`src/rtl/button_pkg.sv`:
```
// Shared definitions for the button event stage.
// Holds the FSM state encoding and the default hold/repeat tick constants
// so that every file of the block agrees on them.
package button_pkg;

    // Button FSM states; the encoding is fixed so debug views stay stable.
    typedef enum logic [1:0] {
        ST_IDLE    = 2'd0,
        ST_PRESSED = 2'd1,
        ST_REPEAT  = 2'd2
    } btn_state_t;

    // 0.5 s hold before LONG and 0.1 s repeat period at 100 MHz.
    localparam int unsigned DEF_LONG_TICKS   = 32'd50000000;
    localparam int unsigned DEF_REPEAT_TICKS = 32'd10000000;
    localparam int unsigned DEF_CNT_W        = 32'd27;

endpackage

```
`src/rtl/edge_detect.sv`:
```
// Rising/falling edge detector for an already-synchronised level.
// Ports:
//   CLK   - clock, all state on rising edge
//   RST_N - synchronous active-low reset (clears the delayed copy to 0)
//   din   - input level
//   rise  - din high now, low on the previous edge (combinational)
//   fall  - din low now, high on the previous edge (combinational)
module edge_detect (
    input  logic CLK,
    input  logic RST_N,
    input  logic din,
    output logic rise,
    output logic fall
);

    logic dq_r;

    // Delayed copy of the input level; resets low so a level already high
    // after reset is seen as a fresh rising edge.
    always_ff @(posedge CLK) begin
        if (!RST_N) begin
            dq_r <= 1'b0;
        end else begin
            dq_r <= din;
        end
    end

    assign rise = din & ~dq_r;
    assign fall = ~din & dq_r;

endmodule

```
`src/rtl/button_event.sv`:
```
// Button event generator: turns a debounced button level into PRESS,
// RELEASE, LONG (hold reached LONG_TICKS) and RPT (auto-repeat every
// REPEAT_TICKS after LONG) pulses, plus a HELD level.
// Ports:
//   CLK     - system clock
//   RST_N   - synchronous active-low reset
//   DBTN    - debounced, synchronised button level
//   PRESS   - one-cycle pulse on press
//   RELEASE - one-cycle pulse on release
//   LONG    - one-cycle pulse when the hold reaches LONG_TICKS
//   RPT     - one-cycle auto-repeat pulse
//   HELD    - high while the button is considered held
// All outputs are registered.
module button_event
    import button_pkg::*;
#(
    parameter int unsigned LONG_TICKS   = DEF_LONG_TICKS,
    parameter int unsigned REPEAT_TICKS = DEF_REPEAT_TICKS,
    parameter int unsigned CNT_W        = DEF_CNT_W
) (
    input  logic CLK,
    input  logic RST_N,
    input  logic DBTN,
    output logic PRESS,
    output logic RELEASE,
    output logic LONG,
    output logic RPT,
    output logic HELD
);

    // Terminal counts: the counter starts at 0 on entry, so the last value
    // before the pulse is TICKS-1.
    localparam logic [CNT_W-1:0] LONG_LAST   = CNT_W'(LONG_TICKS - 32'd1);
    localparam logic [CNT_W-1:0] REPEAT_LAST = CNT_W'(REPEAT_TICKS - 32'd1);

    logic             rise_s;
    logic             fall_s;

    btn_state_t       state_r;
    btn_state_t       state_s;
    logic [CNT_W-1:0] count_r;
    logic [CNT_W-1:0] count_s;
    logic             press_r;
    logic             press_s;
    logic             release_r;
    logic             release_s;
    logic             long_r;
    logic             long_s;
    logic             rpt_r;
    logic             rpt_s;
    logic             held_r;
    logic             held_s;

    edge_detect u_edge (
        .CLK   (CLK),
        .RST_N (RST_N),
        .din   (DBTN),
        .rise  (rise_s),
        .fall  (fall_s)
    );

    // Next-state, hold counter and output pulse decode. A fall is checked
    // before the terminal count so a release never coincides with LONG/RPT.
    always_comb begin
        state_s   = state_r;
        count_s   = count_r;
        press_s   = 1'b0;
        release_s = 1'b0;
        long_s    = 1'b0;
        rpt_s     = 1'b0;

        case (state_r)
            ST_IDLE: begin
                if (rise_s) begin
                    state_s = ST_PRESSED;
                    count_s = '0;
                    press_s = 1'b1;
                end else begin
                    state_s = ST_IDLE;
                    count_s = '0;
                end
            end
            ST_PRESSED: begin
                if (fall_s) begin
                    state_s   = ST_IDLE;
                    count_s   = '0;
                    release_s = 1'b1;
                end else if (count_r == LONG_LAST) begin
                    state_s = ST_REPEAT;
                    count_s = '0;
                    long_s  = 1'b1;
                end else begin
                    count_s = count_r + CNT_W'(1);
                end
            end
            ST_REPEAT: begin
                if (fall_s) begin
                    state_s   = ST_IDLE;
                    count_s   = '0;
                    release_s = 1'b1;
                end else if (count_r == REPEAT_LAST) begin
                    state_s = ST_REPEAT;
                    count_s = '0;
                    rpt_s   = 1'b1;
                end else begin
                    count_s = count_r + CNT_W'(1);
                end
            end
            default: begin
                state_s = ST_IDLE;
                count_s = '0;
            end
        endcase

        // HELD follows the state being entered, so it rises with PRESS and
        // drops in the RELEASE cycle.
        held_s = (state_s == ST_PRESSED) || (state_s == ST_REPEAT);
    end

    // State, counter and registered outputs.
    always_ff @(posedge CLK) begin
        if (!RST_N) begin
            state_r   <= ST_IDLE;
            count_r   <= '0;
            press_r   <= 1'b0;
            release_r <= 1'b0;
            long_r    <= 1'b0;
            rpt_r     <= 1'b0;
            held_r    <= 1'b0;
        end else begin
            state_r   <= state_s;
            count_r   <= count_s;
            press_r   <= press_s;
            release_r <= release_s;
            long_r    <= long_s;
            rpt_r     <= rpt_s;
            held_r    <= held_s;
        end
    end

    assign PRESS   = press_r;
    assign RELEASE = release_r;
    assign LONG    = long_r;
    assign RPT     = rpt_r;
    assign HELD    = held_r;

endmodule

```
`config.mk`:
```
export PLATFORM = sky130hd
export DESIGN_NAME = button_event
export DESIGN_NICKNAME = d
export VERILOG_FILES = /design/src/rtl/button_pkg.sv /design/src/rtl/edge_detect.sv /design/src/rtl/button_event.sv
export SDC_FILE = /design/constraint.sdc
export NUM_CORES = 1
export LEC_CHECK = 0
export ABC_AREA = 1
export CORE_MARGIN = 2
export CORE_UTILIZATION = 60
export DETAILED_ROUTE_END_ITERATION = 10
export GPL_TIMING_DRIVEN = 1
export PLACE_DENSITY_LB_ADDON = 0.15
export SETUP_SLACK_MARGIN = 0.4
export SLEW_MARGIN = 20
export SYNTH_ARGS = -nofsm -noshare
export SYNTH_HDL_FRONTEND = slang
export SYNTH_HIERARCHICAL = 1
export SYNTH_SLANG_ARGS = --single-unit
```
`constraint.sdc`:
```
create_clock -name CLK -period 2.8 [get_ports CLK]
set_input_delay 0.28 -clock CLK [delete_from_list [all_inputs] [get_ports CLK]]
set_output_delay 0.28 -clock CLK [all_outputs]
set_load 0.01 [all_outputs]
```
==> summary.txt <==
Final layout
  – Final Non-Filler Cells: approximately 320
  – Nets: 287
  – Fillers: 291
  – ANT cells: 0
  – Layout cells sized above 1: 11.79%
  – Final core occ: between 60% and 70%
  – Area Growth Syn to Fin: 7.642%

Route
  – Pre-antenna DRT Iters: 4
  – Routed vias/inst: between 5 and 6
  – DRT iter0 DRCs: 94
  – Via count: 1,694
  – Routed Antenna Nets: 0
  – Total Wirelength: 3809 µm
  – Wire per inst: 11.76 µm
  – Residual DRC: 0

Pwr
  – P_sw: about 0.00019 W
  – Clock power frac: 33.4%
  – Internal power: 0.0006055 W
  – Pwr dens: between 300 and 400 nW/µm²
  – Net Sw Frac: 23.82%
  – Peak supply drop: 0.0003020 V
  – Final Power: 0.0007948 W
  – Sequential power share: between 60% and 70%
  – Leak: 0.7423 nW
  – Logic pwr share: 3.3%

STA
  – Final setup margin: a little under 800 ps
  – Worst-Margin Slew: 471.2 ps
  – Final Hold Fails: 0
  – # setup viols final: 0
  – Worst Skew: ~6.5 ps
  – Worst slew margin: 68.48%
  – Setup TNS Final: 0 ps
  – Max Fclk: 494.5 MHz
  – Fin. max-slew vios: 0
  – Final min period: about 2000 ps
  – Post-route clock period utilization: between 70% and 80%
  – RSZ-0062 raised after global routing: false

Logic synthesis
  – Synth cell types: 28
  – Largest cells by area after synthesis: dfxtp_1, nand2_1, nor2_1
  – Cells after Synth: 269
  – Area share of the largest cell type after synthesis: about 37%
  – YS warnings: 6
  – Top cells by count, synth: nand2_1, nor2_1, inv_1, dfxtp_1, nor3_1
  – Commonest register cell after synthesis: dfxtp_1
  – Mean Syn Cell Area: 7.061 µm²
  – Post-synth EDFFs: 0
  – Syn Nets: 277
  – Synth area leader: dfxtp_1
  – Synthesized cell area: 1899 µm²
  – Seq/Total Area, Yosys: 36.89%
  – Asr flop ratio synth: 0%
  – Seq cells post-synth: 35

Clock network
  – H-Tree Depth: 2
  – Number of buffers added for setup after CTS: 0
  – CTS buffer count: 5
  – TritonCTS clock tree: done
  – Clk sinks: 35
  – Clock tree buffer depth: 2
  – Worst-Skew Late Latency: 350 ps
  – Hold-fix buffers, CTS: 0
  – Cts repair resizes: 0
  – Reg clk slew, reported paths: 110 ps
  – CTS Root Cell: clkbuf_4

Placement
  – DP Cell Count: ~320
  – GPL Wtd Cong: 0.8892
  – DP HPWL: 2896 µm
  – PortBufs: 7
  – Pre-CTS setup slack: 758.3 ps

Die
  – Io pins: 8
  – Rows: 20
  – DIE WIDTH: 60.27 µm
  – Initial Utilization: around 63%
  – Die area: between 3000 and 4000 µm²
  – Core ar.: around 3000 µm²
  – Die H: 60.27 µm

Global routing
  – First-pass GRT wire length: ~6400 µm
  – Largest net degree at the start of global routing: 23
  – Antenna violations before repair: 0
  – Grt total ovfl: 0
  – GR Util All Layers: 24.29%
  – Number of global-route vias before repair: 1,482

Setup path
  – Worst path arrival time: roughly 2300 ps
  – Worst Path Required: 3050 ps
  – Peak fanout along the critical path: 22
  – Worst R2R Setup Slack: 780 ps
  – CP endpoint kind: flip-flop
  – Startpoint Class: flip-flop
  – R2r worst-path depth: 12
  – RR Endpoint: count_r[24]$_SDFF_PN0_
  – Kind of critical path: flip-flop to flip-flop
  – R2R Path Start: count_r[0]$_SDFF_PN0_

Run
  – MaxCap Viol Count: 0

Worst hold path
  – Hold path cells: 1
  – Hold path start: count_r[0]$_SDFF_PN0_
  – Hold Path Sink: count_r[0]$_SDFF_PN0_
  – HP Class: flip-flop to flip-flop

Outcome
  – Status: complete, no violations
[stage by stage]
step | area [µm²] | hold WS, ps
final | 2044 | 479.4
after global routing | 2044 | 489.4
after CTS | 2044 | 473.7
after detailed placement | 1992 | 448.9
after global placement | 1992 | 447.4
after floorplan | 1899 | 373.5
[flip-flops by register name (all words and copies together) (netlist names)]
register,cells
count_r,27
state_r,2
HELD,1
LONG,1
PRESS,1
RELEASE,1
RPT,1
u_edge/dq_r,1
[placed cells by master, fill, tap and decap left out, types with 2 or more instances in the layout]
| cell type | netlist | layout |
|---|---|---|
| a221oi_1 | 2 | 2 |
| nand2_2 | 8 | 8 |
| o21ai_0 | 7 | 7 |
| nand3_1 | 12 | 12 |
| nor3_1 | 13 | 13 |
| nand4_2 | 3 | 3 |
| nor2_1 | 51 | 51 |
| nor2_4 | 3 | 3 |
| a21oi_1 | 6 | 6 |
| inv_1 | 36 | 36 |
| clkinv_2 | 0 | 3 |
| nor4_1 | 3 | 3 |
| xor2_1 | 9 | 9 |
| dfxtp_1 | 35 | 35 |
| nand2_1 | 51 | 51 |
| inv_2 | 2 | 2 |
| nor2_2 | 4 | 4 |
| nand4_1 | 7 | 7 |
| clkbuf_4 | 0 | 5 |
| clkdlybuf4s50_1 | 0 | 7 |
| ha_1 | 5 | 5 |
[area by class of cell]
class	instances	area, µm²	area share [%]
tap	44	55.05	2.693
inverter	38	142.6	6.977
clock inverter	3	15.01	0.7344
clock buffer	5	37.54	1.836
sequential	35	700.7	34.27
multi-input combinational	192	1023	50.06
timing repair buffer	7	70.07	3.427
[layer usage]
layer / wire, µm / part of all wire, % / vias up / GRT usage (%)
li1: - / - / 884 / -
met1: 1846 / 48 / 770 / 31.22
met2: 1723 / 45 / 31 / 37.42
met3: 151 / 4.0 / 9 / 7.359
met4: 87 / 2.3 / 0 / 10.48
met5: 0 / 0 / - / 0
[cells by family after synthesis]
logic type               share of synthesized area [%]
adder cells (fa/ha/maj)                          3.294
AO/OA/AOI/OAI                                    5.468
XOR/XNOR                                         4.612
flip-flops                                       36.89
buffers and inverters                            9.223
AND/OR/NAND/NOR                                  40.51
[power by group through the flow]
stage | logic [W] | registers (W) | clock network, W
2_1_floorplan | 0.0000158 | 0.000515 | 0
3_3_place_gp | 0.0000260 | 0.000514 | 0
3_5_place_dp | 0.0000264 | 0.000514 | 0
4_1_cts | 0.0000266 | 0.000503 | 0.000276
5_1_grt | 0.0000300 | 0.000504 | 0.000294
6_report | 0.0000264 | 0.000503 | 0.000265
[critical path: stages (launching register included)]
cell and delay [ps]:
dfxtp_1 380, ha_1 200, nand3_1 160, inv_2 110, nand2_2 80, nor2_2 120
nand2_2 70, nand2_2 90, nand2_2 70, nand2_2 360, inv_1 140, o21ai_0 110
a21oi_1 50
[worst max path at each step]
stage	startpoint	slack, ps	end	cells after the start
after floorplan	count_r[0]$_SDFF_PN0_	1280	count_r[19]$_SDFF_PN0_	11
after global placement	RST_N	770	count_r[24]$_SDFF_PN0_	7
after detailed placement	RST_N	760	count_r[24]$_SDFF_PN0_	7
after CTS	count_r[0]$_SDFF_PN0_	750	count_r[15]$_SDFF_PN0_	12
after global routing	count_r[0]$_SDFF_PN0_	470	count_r[24]$_SDFF_PN0_	12
final	count_r[0]$_SDFF_PN0_	780	count_r[24]$_SDFF_PN0_	12
Power figures use the tool's default switching activity.
==> patch: new RTL, same flow settings <==
The 3 states of `btn_state_t` get a one-hot encoding in 3 bits.
--- a/src/rtl/button_pkg.sv
+++ b/src/rtl/button_pkg.sv
@@ -4,10 +4,10 @@
 package button_pkg;
 
     // Button FSM states; the encoding is fixed so debug views stay stable.
-    typedef enum logic [1:0] {
-        ST_IDLE    = 2'd0,
-        ST_PRESSED = 2'd1,
-        ST_REPEAT  = 2'd2
+    typedef enum logic [2:0] {
+        ST_IDLE    = 3'b001,
+        ST_PRESSED = 3'b010,
+        ST_REPEAT  = 3'b100
     } btn_state_t;
 
     // 0.5 s hold before LONG and 0.1 s repeat period at 100 MHz.
Formal check against the unedited RTL: no difference found for any inputs over 10 cycles, from zero or initial values and one cycle with RST_N low; not proved beyond that.
==> patch against the original RTL <==
Total power grew 6.6%. Routed wire length is 10% higher. Sequential cell count up 1. Count of clock-buffer cells in the layout increased by 3. Synthesized area grew 2.8%. Hold slack got worse by 0.023 ns. Design area up 3.0%. Worst setup slack improved by 0.29 ns. Largest cell class unchanged.
==> patch: results (changes against the original RTL) <==
- Reg2reg end: count_r[22] (was count_r[24])
- Gpl congestion: 0.952 (was 0.889)
- Final Skew: 0.0139 ns (was 0.00654 ns)
- Average wire per cell in the routed design: 11.8 µm (about the same)
- Post-synth top cells: 72 x nand2_1, 70 x nor2_1, 44 x inv_1, 36 x dfxtp_1 (was 51 x nand2_1, 51 x nor2_1, 36 x inv_1, 35 x dfxtp_1, 13 x nor3_1)
- Register-to-Register Path Depth: 10 (was 12)
- Post-DP Area: 2050 µm² (was 1990 µm²)
- Post-Synth XOR/XNOR Area: 7.63% (was 4.61%)
- Yosys Warn Count: 6 (unchanged)
- Longest Clk Path Bufs: 2 (unchanged)
- Detailed placement HPWL: 3.12 mm (was 2.90 mm)
- Post-CTS Hold Fix Bufs: 0 (unchanged)
- Slew @ Worst Pin: 0.472 ns (was 0.471 ns)
- Reg2Reg Setup Slack: 1.07 ns (was 0.78 ns)
- Leak pwr: 0.723 nW (was 0.742 nW)
- Fin Setup TNS: 0 ns (unchanged)
- Critical Path AT: 1.96 ns (was 2.27 ns)
- Synth area leaders: dfxtp_1 37%, nand2_1 14%, nor2_1 13% (was dfxtp_1 37%, nand2_1 10%, nor2_1 10%)
- Vias in the first global route: 1587 (was 1482)
- Max VDD drop: 281 µV (was 302 µV)
- Total track usage: 25.7% (was 24.3%)
- Outcome: completed (unchanged)
- Largest net degree at the start of global routing: 25 (was 23)
- First-pass GRT wire length: 6.93 mm (was 6.41 mm)
- Worst Hold Launch: count_r[0] (unchanged)
- Hold EP: count_r[0] (unchanged)
- Worst-path fanout max: 24 (was 22)
- Finished Cell Area: 2110 µm² (was 2040 µm²)
- Predominant post-synthesis flop cell: dfxtp_1 (unchanged)
- Syn Nets: 303 (was 277)
- First-pass iteration count of the detailed router: 5 (was 4)
- Adder-Cell Fraction of Synth Area: 0.641% (was 3.29%)
- Layout cell share with drive strength beyond 1: 5.13% (was 11.8%)
- Largest registers: count_r: 27 flops, state_r: 3 flops (was count_r: 27 flops, state_r: 2 flops)
- Complex-gate fraction of the synthesized area: 1.79% (was 5.47%)
- Nets: 315 (was 287)
- Sequential fraction of the synthesis area: 36.9% (about the same)
- Synth unique cells: 20 (was 28)
- Vias/cell: 5.01 (was 5.23)
- Starting DRT DRC Count: 182 (was 94)
- CTS resizes: 0 (unchanged)
## patch: critical path, stage by stage, from the launching register on
cell	delay, ns
dfxtp_1	0.36
ha_1	0.17
nand2_1	0.10
nor2_4	0.16
nand3_2	0.14
nor2_1	0.15
nand2_1	0.07
nand2_1	0.07
nand2_2	0.09
nand2_4	0.23
nor2_1	0.08
## patch: where the power goes
group | leakage (nW) | total, mW | internal (mW) | switching (mW)
sequential | 0.291 | 0.521 | 0.518 | 0.00267
clock | 0.0326 | 0.293 | 0.124 | 0.170
combinational | 0.399 | 0.0333 | 0.0138 | 0.0195
total | 0.723 | 0.847 | 0.656 | 0.192
## patch: stage by stage
stage	util [%]	hold WS, ns	worst slack (ns)	instances
6_report	68.4	0.457	1.07	356
5_1_grt	68.4	0.477	0.892	356
4_1_cts	68.4	0.456	1.05	356
3_5_place_dp	66.5	0.436	1.05	348
3_3_place_gp	66.5	0.429	1.09	348
2_1_floorplan	-	0.373	1.28	299
## patch: worst max path at each step
stage                        to  startpoint
global route        count_r[24]  count_r[0]
floorplan            count_r[5]  count_r[0]
CTS                  count_r[4]  count_r[0]
global placement     count_r[0]       RST_N
detailed placement   count_r[4]       RST_N
finish              count_r[22]  count_r[0]
## patch: cells by family (layout without fill, tap and decap cells)
family	count (synthesis)	in the layout
AO/OA/AOI/OAI	7	7
AND/OR/NAND/NOR	192	192
buffers and inverters	46	59
adder cells (fa/ha/maj)	1	1
XOR/XNOR	17	17
flip-flops	36	36
## patch: per-layer routing
metal,global-route usage (%),routed length [µm],vias to the layer above
li1,-,-,947
met1,36.3,2190,774
met2,38.1,1750,57
met3,6.93,214,5
met4,8.70,59,0
met5,0,0,-
## patch: layout make-up
class	count	area, µm²
timing repair buffer	7	70.1
tap	44	55.1
fill	270	972
inverter	44	165
multi-input combinational	217	1040
sequential	36	721
clock buffer	8	58.8
